<file path="src/rtl/proj_result_monitor.sv">
// Result monitor for the processor frame: logs {out1,out2} changes with a cycle stamp and
// declares a PASS/FAIL verdict on a stable signature. Optional watchdog: RESULT_MON_TIMEOUT_EN.
//
//   state    | meaning
//   ---------+-------------------------------------------------------------
//   RUN      | watching out1, logging changes, cycle_count advancing
//   PASS     | out1 held PASS_CODE for STABLE_CYCLES samples (terminal)
//   FAIL     | out1 held FAIL_CODE for STABLE_CYCLES samples (terminal)
//   TIMEOUT  | watchdog expired in RUN without a verdict (terminal)
module proj_result_monitor #(
   parameter int unsigned DEPTH         = 16,
   parameter logic [31:0] PASS_CODE     = 32'h0000_0001,
   parameter logic [31:0] FAIL_CODE     = 32'hFFFF_FFFF,
   parameter int unsigned STABLE_CYCLES = 8,
   parameter int unsigned TIMEOUT_CYC   = 100000
) (
   input  logic        clk,
   input  logic        reset,
   input  logic [31:0] out1,
   input  logic [31:0] out2,
   output logic        log_valid,
   input  logic        log_ready,
   output logic [15:0] log_cycle,
   output logic [31:0] log_out1,
   output logic [31:0] log_out2,
   output logic        log_overflow,
   output logic [2:0]  state,
   output logic        done,
   output logic [31:0] cycle_count
);

   localparam int AW = $clog2(DEPTH);
   localparam int SW = $clog2(STABLE_CYCLES + 1);
   localparam logic [SW-1:0] STAB_MAX = SW'(STABLE_CYCLES);
   localparam logic [AW:0]   FULL_CNT = (AW + 1)'(DEPTH);

   typedef enum logic [2:0] {
      ST_RUN     = 3'd0,
      ST_PASS    = 3'd1,
      ST_FAIL    = 3'd2,
      ST_TIMEOUT = 3'd3
   } state_t;

   state_t        state_q, state_d;
   logic [63:0]   prev_q;
   logic [31:0]   cycle_count_q;
   logic [SW-1:0] stab_q, stab_d;

   logic [79:0]   mem [DEPTH];
   logic [AW-1:0] wr_ptr_q, rd_ptr_q;
   logic [AW:0]   count_q;
   logic          overflow_q;

   logic          in_run, chg, push, pop, full, wr_en;
   logic          is_code, verdict, wd_expire;
   logic [79:0]   head;

   assign in_run = (state_q == ST_RUN);
   assign chg    = ({out1, out2} != prev_q);
   assign push   = chg && in_run;
   assign full   = (count_q == FULL_CNT);
   assign pop    = log_valid && log_ready;
   // A full FIFO still accepts a push when the head leaves on the same edge.
   assign wr_en  = push && (!full || pop);

   assign is_code = (out1 == PASS_CODE) || (out1 == FAIL_CODE);

   always_comb begin
      stab_d = '0;
      if (is_code && (out1 == prev_q[63:32])) begin
         stab_d = (stab_q == STAB_MAX) ? stab_q : stab_q + SW'(1);
      end else if (is_code) begin
         stab_d = SW'(1);
      end
   end

   assign verdict = in_run && (stab_d == STAB_MAX);

`ifdef RESULT_MON_TIMEOUT_EN
   logic [31:0] wd_q;

   // Down-counter tracks cycle_count: hitting 1 here means cycle_count reaches TIMEOUT_CYC next edge.
   always_ff @(posedge clk) begin
      if (reset) begin
         wd_q <= TIMEOUT_CYC;
      end else if (in_run && (wd_q != 32'd0)) begin
         wd_q <= wd_q - 32'd1;
      end
   end

   assign wd_expire = in_run && (wd_q == 32'd1);
`else
   logic [31:0] unused_timeout_cyc;

   assign unused_timeout_cyc = TIMEOUT_CYC;
   assign wd_expire          = 1'b0;
`endif

   always_comb begin
      state_d = state_q;
      case (state_q)
         ST_RUN: begin
            if (verdict) begin
               state_d = (out1 == PASS_CODE) ? ST_PASS : ST_FAIL;
            end else if (wd_expire) begin
               state_d = ST_TIMEOUT;
            end
         end
         default: state_d = state_q;
      endcase
   end

   always_ff @(posedge clk) begin
      if (reset) begin
         state_q       <= ST_RUN;
         prev_q        <= '0;
         cycle_count_q <= '0;
         stab_q        <= '0;
         wr_ptr_q      <= '0;
         rd_ptr_q      <= '0;
         count_q       <= '0;
         overflow_q    <= 1'b0;
      end else begin
         state_q <= state_d;
         prev_q  <= {out1, out2};
         stab_q  <= stab_d;
         if (in_run && (cycle_count_q != 32'hFFFF_FFFF)) begin
            cycle_count_q <= cycle_count_q + 32'd1;
         end
         if (wr_en) begin
            wr_ptr_q <= wr_ptr_q + AW'(1);
         end
         if (pop) begin
            rd_ptr_q <= rd_ptr_q + AW'(1);
         end
         case ({wr_en, pop})
            2'b10:   count_q <= count_q + (AW + 1)'(1);
            2'b01:   count_q <= count_q - (AW + 1)'(1);
            default: count_q <= count_q;
         endcase
         if (push && full && !pop) begin
            overflow_q <= 1'b1;
         end
      end
   end

   always_ff @(posedge clk) begin
      if (!reset && wr_en) begin
         mem[wr_ptr_q] <= {cycle_count_q[15:0], out1, out2};
      end
   end

   // Storage is not reset, so the head is masked while the FIFO is empty.
   assign head         = mem[rd_ptr_q];
   assign log_valid    = (count_q != '0);
   assign log_cycle    = log_valid ? head[79:64] : 16'd0;
   assign log_out1     = log_valid ? head[63:32] : 32'd0;
   assign log_out2     = log_valid ? head[31:0]  : 32'd0;
   assign log_overflow = overflow_q;
   assign state        = state_q;
   assign done         = (state_q != ST_RUN);
   assign cycle_count  = cycle_count_q;

endmodule

</file>
<file path="config.mk">
export PLATFORM = sky130hd
export DESIGN_NAME = proj_result_monitor
export DESIGN_NICKNAME = d
export VERILOG_FILES = /design/src/rtl/proj_result_monitor.sv
export SDC_FILE = /design/constraint.sdc
export NUM_CORES = 1
export LEC_CHECK = 0
export BUFFER_PORTS_ARGS = -buffer_cell sky130_fd_sc_hd__buf_2
export CAP_MARGIN = 20
export CORE_MARGIN = 8
export CORE_UTILIZATION = 60
export DETAILED_ROUTE_END_ITERATION = 7
export PLACE_DENSITY = 0.82
export SLEW_MARGIN = 15
export SYNTH_ARGS = -nofsm -noshare
export SYNTH_HDL_FRONTEND = slang
export SYNTH_SLANG_ARGS = --single-unit
</file>
<file path="constraint.sdc">
create_clock -name clk -period 21 [get_ports clk]
set_input_delay 1.05 -clock clk [delete_from_list [all_inputs] [get_ports clk]]
set_output_delay 1.05 -clock clk [all_outputs]
set_load 0.005 [all_outputs]
</file>
## Word-level counts from Yosys, hierarchy flattened

Memories as Yosys holds them, arrays and structs flattened. A register that Yosys moved wholly into a read port is not among the register bits.
Index checks and enable logic that the tools add are counted.
Widths: inputs -> output; s select.

- $add $sub $neg: 6
- Equal/unequal tests: 10
- Mux-type cells: 12
- Reductions and logical operators: 19

Operator list:

| kind | count |
|---|---|
| $mux 32 | 2 |
| $ne 64x64->1 | 1 |
| $add 32x1->32 const B | 1 |
| $eq 32x1->1 const B | 1 |
| $eq 32x32->1 | 1 |
| $eq 32x32->1 const B | 1 |
| $ne 32x32->1 const B | 1 |
| $mux 16 | 1 |
| $mux 4 | 4 |
| $add 4x1->4 const B | 3 |
| $pmux 5 s2 | 1 |
| $logic_and 1x1->1 | 9 |
| $eq 4x4->1 const B | 2 |
| $add 5x1->5 const B | 1 |
| $eq 5x5->1 const B | 1 |
| $reduce_bool 5->1 | 1 |
| $sub 5x1->5 const B | 1 |
| $logic_not 1->1 | 3 |
| $logic_not 3->1 | 1 |
| $mux 1 | 3 |
| $reduce_bool 3->1 | 1 |
| $eq 2x1->1 const B | 1 |
| $eq 2x2->1 const B | 1 |
| $logic_or 1x1->1 | 2 |
| other kinds (3) | 3 |

- Bits in registers: 117
- Bits in writable memories: 1280
- Output and inout bits: 118
- Logic and storage cells: 56
- Memories kept: 1

Memory list:

| memory | words | width | rd ports | clocked after memory_dff | write ports | line | RTL |
|---|---|---|---|---|---|---|---|
| mem | 16 | 80 | 1 | 1 | 1 | 49 | `logic [79:0] mem [DEPTH];` |

## Logic depth before layout (Yosys ltp)

Gate-level depths: netlist (run 1).

- Depth in word-level cells: 7
- Mapped depth: 11

## Worst setup path after synthesis (run 1)

Ideal clock, no wire load.

- Kind: input to register
- Start point: in out2[7]
- End point: mem mem[0][0], enable pin
- Library setup time: 0.715 ns
- Data arrival time: 9.492 ns
- Data required time: 20.285 ns
- Path slack: 10.793 ns
- Cell stages on the path: 7
- Buffers on the path: 0
- Cell sequence: xnor2_1 -> nand4_1 -> nor4_1 -> and4_1 -> nor2_1 -> nand2_1 -> nor4_1

- Word-level cells in the longest chain between the ends: 6

Ends and longest elaborated chain:

| what | line | RTL |
|---|---|---|
| from (decl) | 20 | `input logic [31:0] out2,` |
| $ne 64x64->1 | 59 | `assign chg = ({out1, out2} != prev_q);` |
| $logic_and 1x1->1 | 60 | `assign push = chg && in_run;` |
| $logic_and 1x1->1 | 64 | `assign wr_en = push && (!full \|\| pop);` |
| $logic_and 1x1->1 | 148 | `if (!reset && wr_en) begin` |
| $mux 1 | 148 |  |
| $mux 1 (implied by the code) | 149 | `mem[wr_ptr_q] <= {cycle_count_q[15:0], out1, out2};` |
| to (decl) | 49 |  |

No other way between the ends.

==> results.py, run 1 <==
metrics = {
    "critical_path": {
        "critical_path_class": "reg2out",
        "reg2reg_depth": 5,
        "cp.arrival_ns": 4.77,
        "cp-end-kind": "output pin",
        "r2r_slack_ns": 16.56,
        "r2r-start": "state[1]$_SDFFE_PP0P_",
        "worst-path-max-fanout": 68,
        "critPathRequiredTime_ns": 19.95,
        "start_kind": "flip-flop",
        "regToRegEndpoint": "mem[11][24]$_DFFE_PP_",
    },
    "logic_synthesis": {
        "synth_seq_area_share": 0.760,
        "yosys_warnings": 0,
        "avgSynthCellArea_um2": 22.1,
        "synthArstFlopShare": 0,
        "synth_ff_type": "edfxtp_1",
        "ys_ff_latch": 1400,
        "synth_cells": 2435,
        "synth_fp_nets": 2514,
        "ys_types": 45,
        "synth_area_mm2": 0.0537,
        "synth-edff-count": 1280,
    },
    "worst_hold_path": {
        "hp-class": "reg2reg",
        "hp-start": "rd_ptr_q[1]$_SDFFE_PP0N_",
        "min_path_cells": 2,
    },
    "global_route": {
        "grt_pass1_vias": 28200,
        "grt_max_degree": 113,
        "antenna_found_initial": 15,
        "grt_pass1_wl_um": 192000,
        "grt_use_total": 0.266,
        "grt_remaining_overflow": 0,
    },
    "timing": {
        "report.final.hold_viol_count": 0,
        "timing.final.crit_share": 0.277,
        "fin_worst_skew_ns": 0.0320,
        "period_needed_ns": 5.82,
        "clock.fmax_mhz": 172,
        "fin_setup_tns_ns": 0,
        "worst_pin_slew_ns": 1.17,
        "slew_headroom": 0.219,
        "fin_ws_ns": 15.18,
        "maxSlewViolCount": 0,
        "setup_viol": 0,
        "rsz0062_at_grt": "false",
    },
    "clock_tree": {
        "ctsHoldBuffers": 0,
        "cts-root-buf": "clkbuf_16",
        "cts_resized": 0,
        "cts_sinks": 1400,
        "clk_pin_slew_ns": 0.06,
        "h-tree-depth": 4,
        "cts_made_buffers": 135,
        "cts_setup_buffers": 0,
        "cts_tree": "yes",
        "clk_latency_ns": 0.74,
        "cts_buffer_depth": 3,
    },
    "pwr": {
        "max-vdd-ir-drop_mv": 0.0897,
        "p_per_area_mw_per_mm2": 108,
        "power_leakage_nw": 19.0,
    },
    "placed_design": {
        "gp_congestion": 0.772,
        "place_ws_ns": 15.92,
        "dp_hpwl_um": 65700,
        "portBuffers": 183,
    },
    "detailed_routing": {
        "drtPass1Iterations": 6,
        "drt_iter0_markers": 3465,
        "vias": 26600,
        "wl_um": 132000,
        "wl_per_cell_um": 33.4,
        "ant_nets": 0,
        "drc_errors": 0,
        "viasPerCell": 6.72,
    },
    "floorplan": {
        "fp.dieArea_mm2": 0.0993,
        "die_h_um": 315,
        "start_util": 0.607,
        "rows": 109,
        "io_pins": 185,
        "coreArea_mm2": 0.0885,
        "die_w_um": 315,
    },
    "outcome": {
        "status": "finished, final reports clean",
    },
    "cells_and_area": {
        "layout_common_cells": "edfxtp_1, mux4_2, buf_2, clkbuf_16, dfxtp_1",
        "final_common_cell": "edfxtp_1",
        "drive_gt1_frac": 0.304,
        "fill_cells": 5070,
        "final_nets": 2758,
        "area_growth_pct": 12.5,
    },
    "flow_run": {
        "cap_violations": 0,
    },
}
worst max path at each step:
stage / from / end / slack (ns) / cells after the start
floorplan: out2[7] / mem[0][0]$_DFFE_PP_ / 10.79 / 7
global placement: flip-flop / log_out1[21] / 15.95 / 6
detailed placement: flip-flop / log_out1[21] / 15.92 / 6
CTS: flip-flop / log_out1[21] / 15.13 / 6
global route: flip-flop / log_out1[12] / 14.95 / 6
finish: flip-flop / log_out1[21] / 15.18 / 6
layer usage:
layer | vias to the layer above | global-route usage | part of all wire
met4 | 6 | 0.115 | 0.040
met3 | 334 | 0.0517 | 0.091
li1 | 10600 | - | -
met2 | 1719 | 0.447 | 0.51
met1 | 14000 | 0.343 | 0.36
met5 | - | 0 | 0.00030
where the power goes:
part | total, mW | internal [mW] | switching (mW) | leakage (nW)
clock network | 2.38 | 1.36 | 1.02 | 2.11
logic | 1.02 | 0.523 | 0.502 | 4.24
registers | 3.13 | 3.08 | 0.0445 | 12.6
total | 6.53 | 4.96 | 1.57 | 19.0
registers in the layout (all words and copies together) (netlist names), named ones only:
name / flops
count_q: 5
cycle_count: 32
log_overflow: 1
mem: 1280
prev_q: 64
rd_ptr_q: 4
stab_q: 4
state: 2
wr_ptr_q: 4
worst max-delay path, stage by stage, from the launching register on:
cell	delay (ns)
dfxtp_4	1.03
buf_4	0.72
buf_4	0.88
mux4_2	0.44
mux4_2	0.57
and2_1	0.19
buf_2	0.13
cell families (layout without fill, tap and decap cells):
kind of cell / after synthesis / count (layout) / synth area share
mux: 405 / 405 / 0.169
xor+xnor: 102 / 102 / 0.0166
compound gates: 24 / 24 / 0.00280
other cells: 1 / 11 / 0.0000698
buf+inv: 138 / 490 / 0.0104
flops: 1400 / 1400 / 0.760
simple gates: 353 / 353 / 0.0380
fa+ha+maj: 12 / 12 / 0.00294
Yosys cell counts, types with 2 or more instances:
cell type	n	area share
or3_1	5	0.00058
mux2i_1	2	0.00037
nand4_1	33	0.0038
xnor2_1	91	0.015
nand2_1	17	0.0012
edfxtp_1	1280	0.72
ha_1	11	0.0026
xor2_1	11	0.0018
clkbuf_1	81	0.0057
and4_1	3	0.00049
nor2_1	51	0.0036
nor3_1	13	0.0012
o21ai_0	4	0.00037
nor2b_1	70	0.0082
nor4b_1	2	0.00033
nand3_1	21	0.0020
buf_1	13	0.00091
and3b_1	2	0.00033
buf_2	25	0.0023
or2_2	2	0.00023
nor4_1	27	0.0031
mux4_2	400	0.17
a21oi_1	13	0.0012
and3_1	11	0.0013
inv_1	17	0.0012
nand2b_1	3	0.00035
a21o_1	2	0.00028
and2_1	86	0.010
nor3b_1	2	0.00028
dfxtp_1	120	0.045
mux2_2	3	0.00063
stage by stage:
step / utilization / cells / cell area [µm²] / total power, mW / hold slack, ns
after detailed placement: 0.633 / 3704 / 56000 / 4.21 / 0.483
after floorplan: - / 2435 / 53700 / 3.88 / 0.442
after global routing: 0.683 / 3955 / 60400 / 6.72 / 0.529
after CTS: 0.682 / 3949 / 60400 / 6.57 / 0.496
final: 0.683 / 3962 / 60400 / 6.53 / 0.518
after global placement: 0.633 / 3703 / 56000 / 4.18 / 0.475
final cells by class:
class	count	area, µm²	area share
repair buffers	228	1320	0.0218
inverters	17	63.8	0.00106
flip-flops and latches	1400	40900	0.676
clock inverters	60	572	0.00946
diodes	10	25.0	0.000414
multi-input cells	897	12400	0.205
well taps	1165	1460	0.0241
clock buffers	185	3750	0.0621
(Power assumes the default switching activity.)
==> run 2, diff against run 1 <==
==> constraint.sdc (replaced) <==
create_clock -name clk -period 5.5 [get_ports clk]
set_input_delay 0.275 -clock clk [delete_from_list [all_inputs] [get_ports clk]]
set_output_delay 0.275 -clock clk [all_outputs]
set_load 0.005 [all_outputs]
==> run 2 against run 1 <==
- clock skew is 0.0032 ns lower
- worst hold slack lost 0.43 ns
- flip-flop and latch count is the same
- count of clock-buffer cells in the layout down 4
- non-clock buffer count up 61
- worst setup slack lost 14 ns
- via count shrank 0.91%
- clock power grew to 3.7 times the previous value
- critical path depth rose by 7
- cell area up 1.2%
- sequential share of layout area shrank 0.77 points
==> results.py, run 2 (synthesized netlist as in run 1, its figures left out) <==
metrics = {
    "outcome": {
        "status": "finished, final reports clean",
    },
    "detailed_routing": {
        "drtPass1Iterations": 6,
        "vias": 26400,
        "drt_iter0_markers": 3541,
        "wl_per_cell_um": 31.7,
        "wl_um": 127000,
        "ant_nets": 0,
        "drc_errors": 0,
        "viasPerCell": 6.57,
    },
    "cells_and_area": {
        "drive_gt1_frac": 0.299,
        "stdcell_count": 4018,
        "final_nets": 2819,
        "area_growth_pct": 13.8,
        "largest_reg_flops": 1280,
        "utilization": 0.691,
        "largest-register": "mem",
        "layout_common_cells": "edfxtp_1, mux4_2, buf_2, clkbuf_16, dfxtp_1",
        "fill_cells": 4979,
        "final_common_cell": "edfxtp_1",
    },
    "critical_path": {
        "worst-path-max-fanout": 18,
        "cp-end-kind": "flip-flop",
        "r2r-start": "prev_q[31]$_SDFF_PP0_",
        "critical_path_class": "in2reg",
        "start_kind": "input port",
        "r2r_slack_ns": 1.30,
        "cp.arrival_ns": 4.91,
        "regToRegEndpoint": "count_q[4]$_SDFFE_PP0P_",
        "critPathRequiredTime_ns": 6.12,
        "crit_path_start": "out2[31]",
        "reg2reg_depth": 11,
        "crit_path_end": "count_q[4]$_SDFFE_PP0P_",
    },
    "clock_tree": {
        "cts_made_buffers": 135,
        "cts_tree": "yes",
        "h-tree-depth": 4,
        "clk_pin_slew_ns": 0.06,
        "clk_latency_ns": 0.73,
        "cts_buffer_depth": 3,
        "cts-root-buf": "clkbuf_16",
        "cts_setup_buffers": 0,
        "ctsHoldBuffers": 62,
        "cts_sinks": 1400,
        "cts_resized": 0,
    },
    "global_route": {
        "grt_use_total": 0.258,
        "grt_pass1_vias": 28000,
        "grt_remaining_overflow": 0,
        "antenna_found_initial": 18,
        "grt_max_degree": 85,
        "grt_pass1_wl_um": 187000,
    },
    "timing": {
        "hold_slack_ns": 0.0833,
        "fin_setup_tns_ns": 0,
        "slew_headroom": 0.250,
        "setup_viol": 0,
        "report.final.hold_viol_count": 0,
        "worst_pin_slew_ns": 1.12,
        "timing.final.crit_share": 0.780,
        "clock.fmax_mhz": 233,
        "maxSlewViolCount": 0,
        "rsz0062_at_grt": "false",
        "fin_ws_ns": 1.21,
        "fin_worst_skew_ns": 0.0288,
        "period_needed_ns": 4.29,
    },
    "floorplan": {
        "fp.dieArea_mm2": 0.0993,
        "rows": 109,
        "coreArea_mm2": 0.0885,
        "die_w_um": 315,
        "start_util": 0.607,
        "io_pins": 185,
        "die_h_um": 315,
    },
    "pwr": {
        "max-vdd-ir-drop_mv": 0.384,
        "p_per_area_mw_per_mm2": 407,
        "power_leakage_nw": 19.2,
    },
    "placed_design": {
        "dp_hpwl_um": 66500,
        "gp_congestion": 0.840,
        "place_ws_ns": 1.42,
        "place_inst": 3706,
        "portBuffers": 183,
    },
    "worst_hold_path": {
        "hp-start": "out1[22]",
        "hp-class": "in2reg",
    },
    "flow_run": {
        "cap_violations": 0,
    },
}
[run 2: cell count changes in the layout (fill, tap and decap cells not counted), sizes merged]
cell         change
dlygate4sd3     +62
inv              +2
buf              -1
clkbuf           -4
bufinv           -2
clkinv           -3
clkinvlp         +3
diode            -1
[run 2: worst min path at each step]
stage / to / slack [ns] / depth (start not counted)
2_1_floorplan: mem[0][0]$_DFFE_PP_ / 0.37 / 0
3_3_place_gp: log_overflow$_SDFFE_PP0P_ / 0.46 / 2
3_5_place_dp: state[0]$_SDFFE_PP0P_ / 0.49 / 2
4_1_cts: mem[2][54]$_DFFE_PP_ / 0.05 / 1
5_1_grt: mem[5][54]$_DFFE_PP_ / 0.07 / 1
6_report: mem[2][54]$_DFFE_PP_ / 0.08 / 1
[run 2: area by class of cell]
class	instances	area, µm²	area share
inverters	17	63.8	0.00104
well taps	1165	1460	0.0238
repair buffers	289	2070	0.0338
multi-input cells	897	12400	0.203
clock inverters	60	533	0.00872
diodes	9	22.5	0.000368
clock buffers	181	3700	0.0606
flip-flops and latches	1400	40900	0.668
[run 2: stage by stage]
step           power [mW]  instance area [µm²]
5_1_grt              25.6                61100
6_report             24.9                61100
2_1_floorplan        14.8                53800
3_5_place_dp         16.1                56300
4_1_cts              25.0                61100
3_3_place_gp         16.1                56300
[run 2: critical path, cell delays in order]
cell and delay (ns):
dlygate4sd3_1 0.56, buf_2 0.24, xnor2_1 0.45, nand4_1 0.28, nor4_1 0.80, nand4_1 0.29
a21oi_1 0.53, ha_1 0.37, a21o_1 0.21, a21oi_1 0.25, o211ai_1 0.18, and3b_1 0.22
nor3_1 0.21
[run 2: where the power goes]
| part | internal, mW | total (mW) | switching, mW |
|---|---|---|---|
| sequential | 11.8 | 12.0 | 0.185 |
| combinational | 2.08 | 3.98 | 1.90 |
| clock | 5.03 | 8.92 | 3.89 |
[run 2: routing by layer]
layer,share of wire,up-vias,GRT usage,wire [µm]
met5,0.00062,-,0,79
met1,0.36,13800,0.333,45800
met3,0.095,291,0.0589,12000
li1,-,10700,-,-
met2,0.51,1559,0.435,65000
met4,0.033,12,0.0928,4250
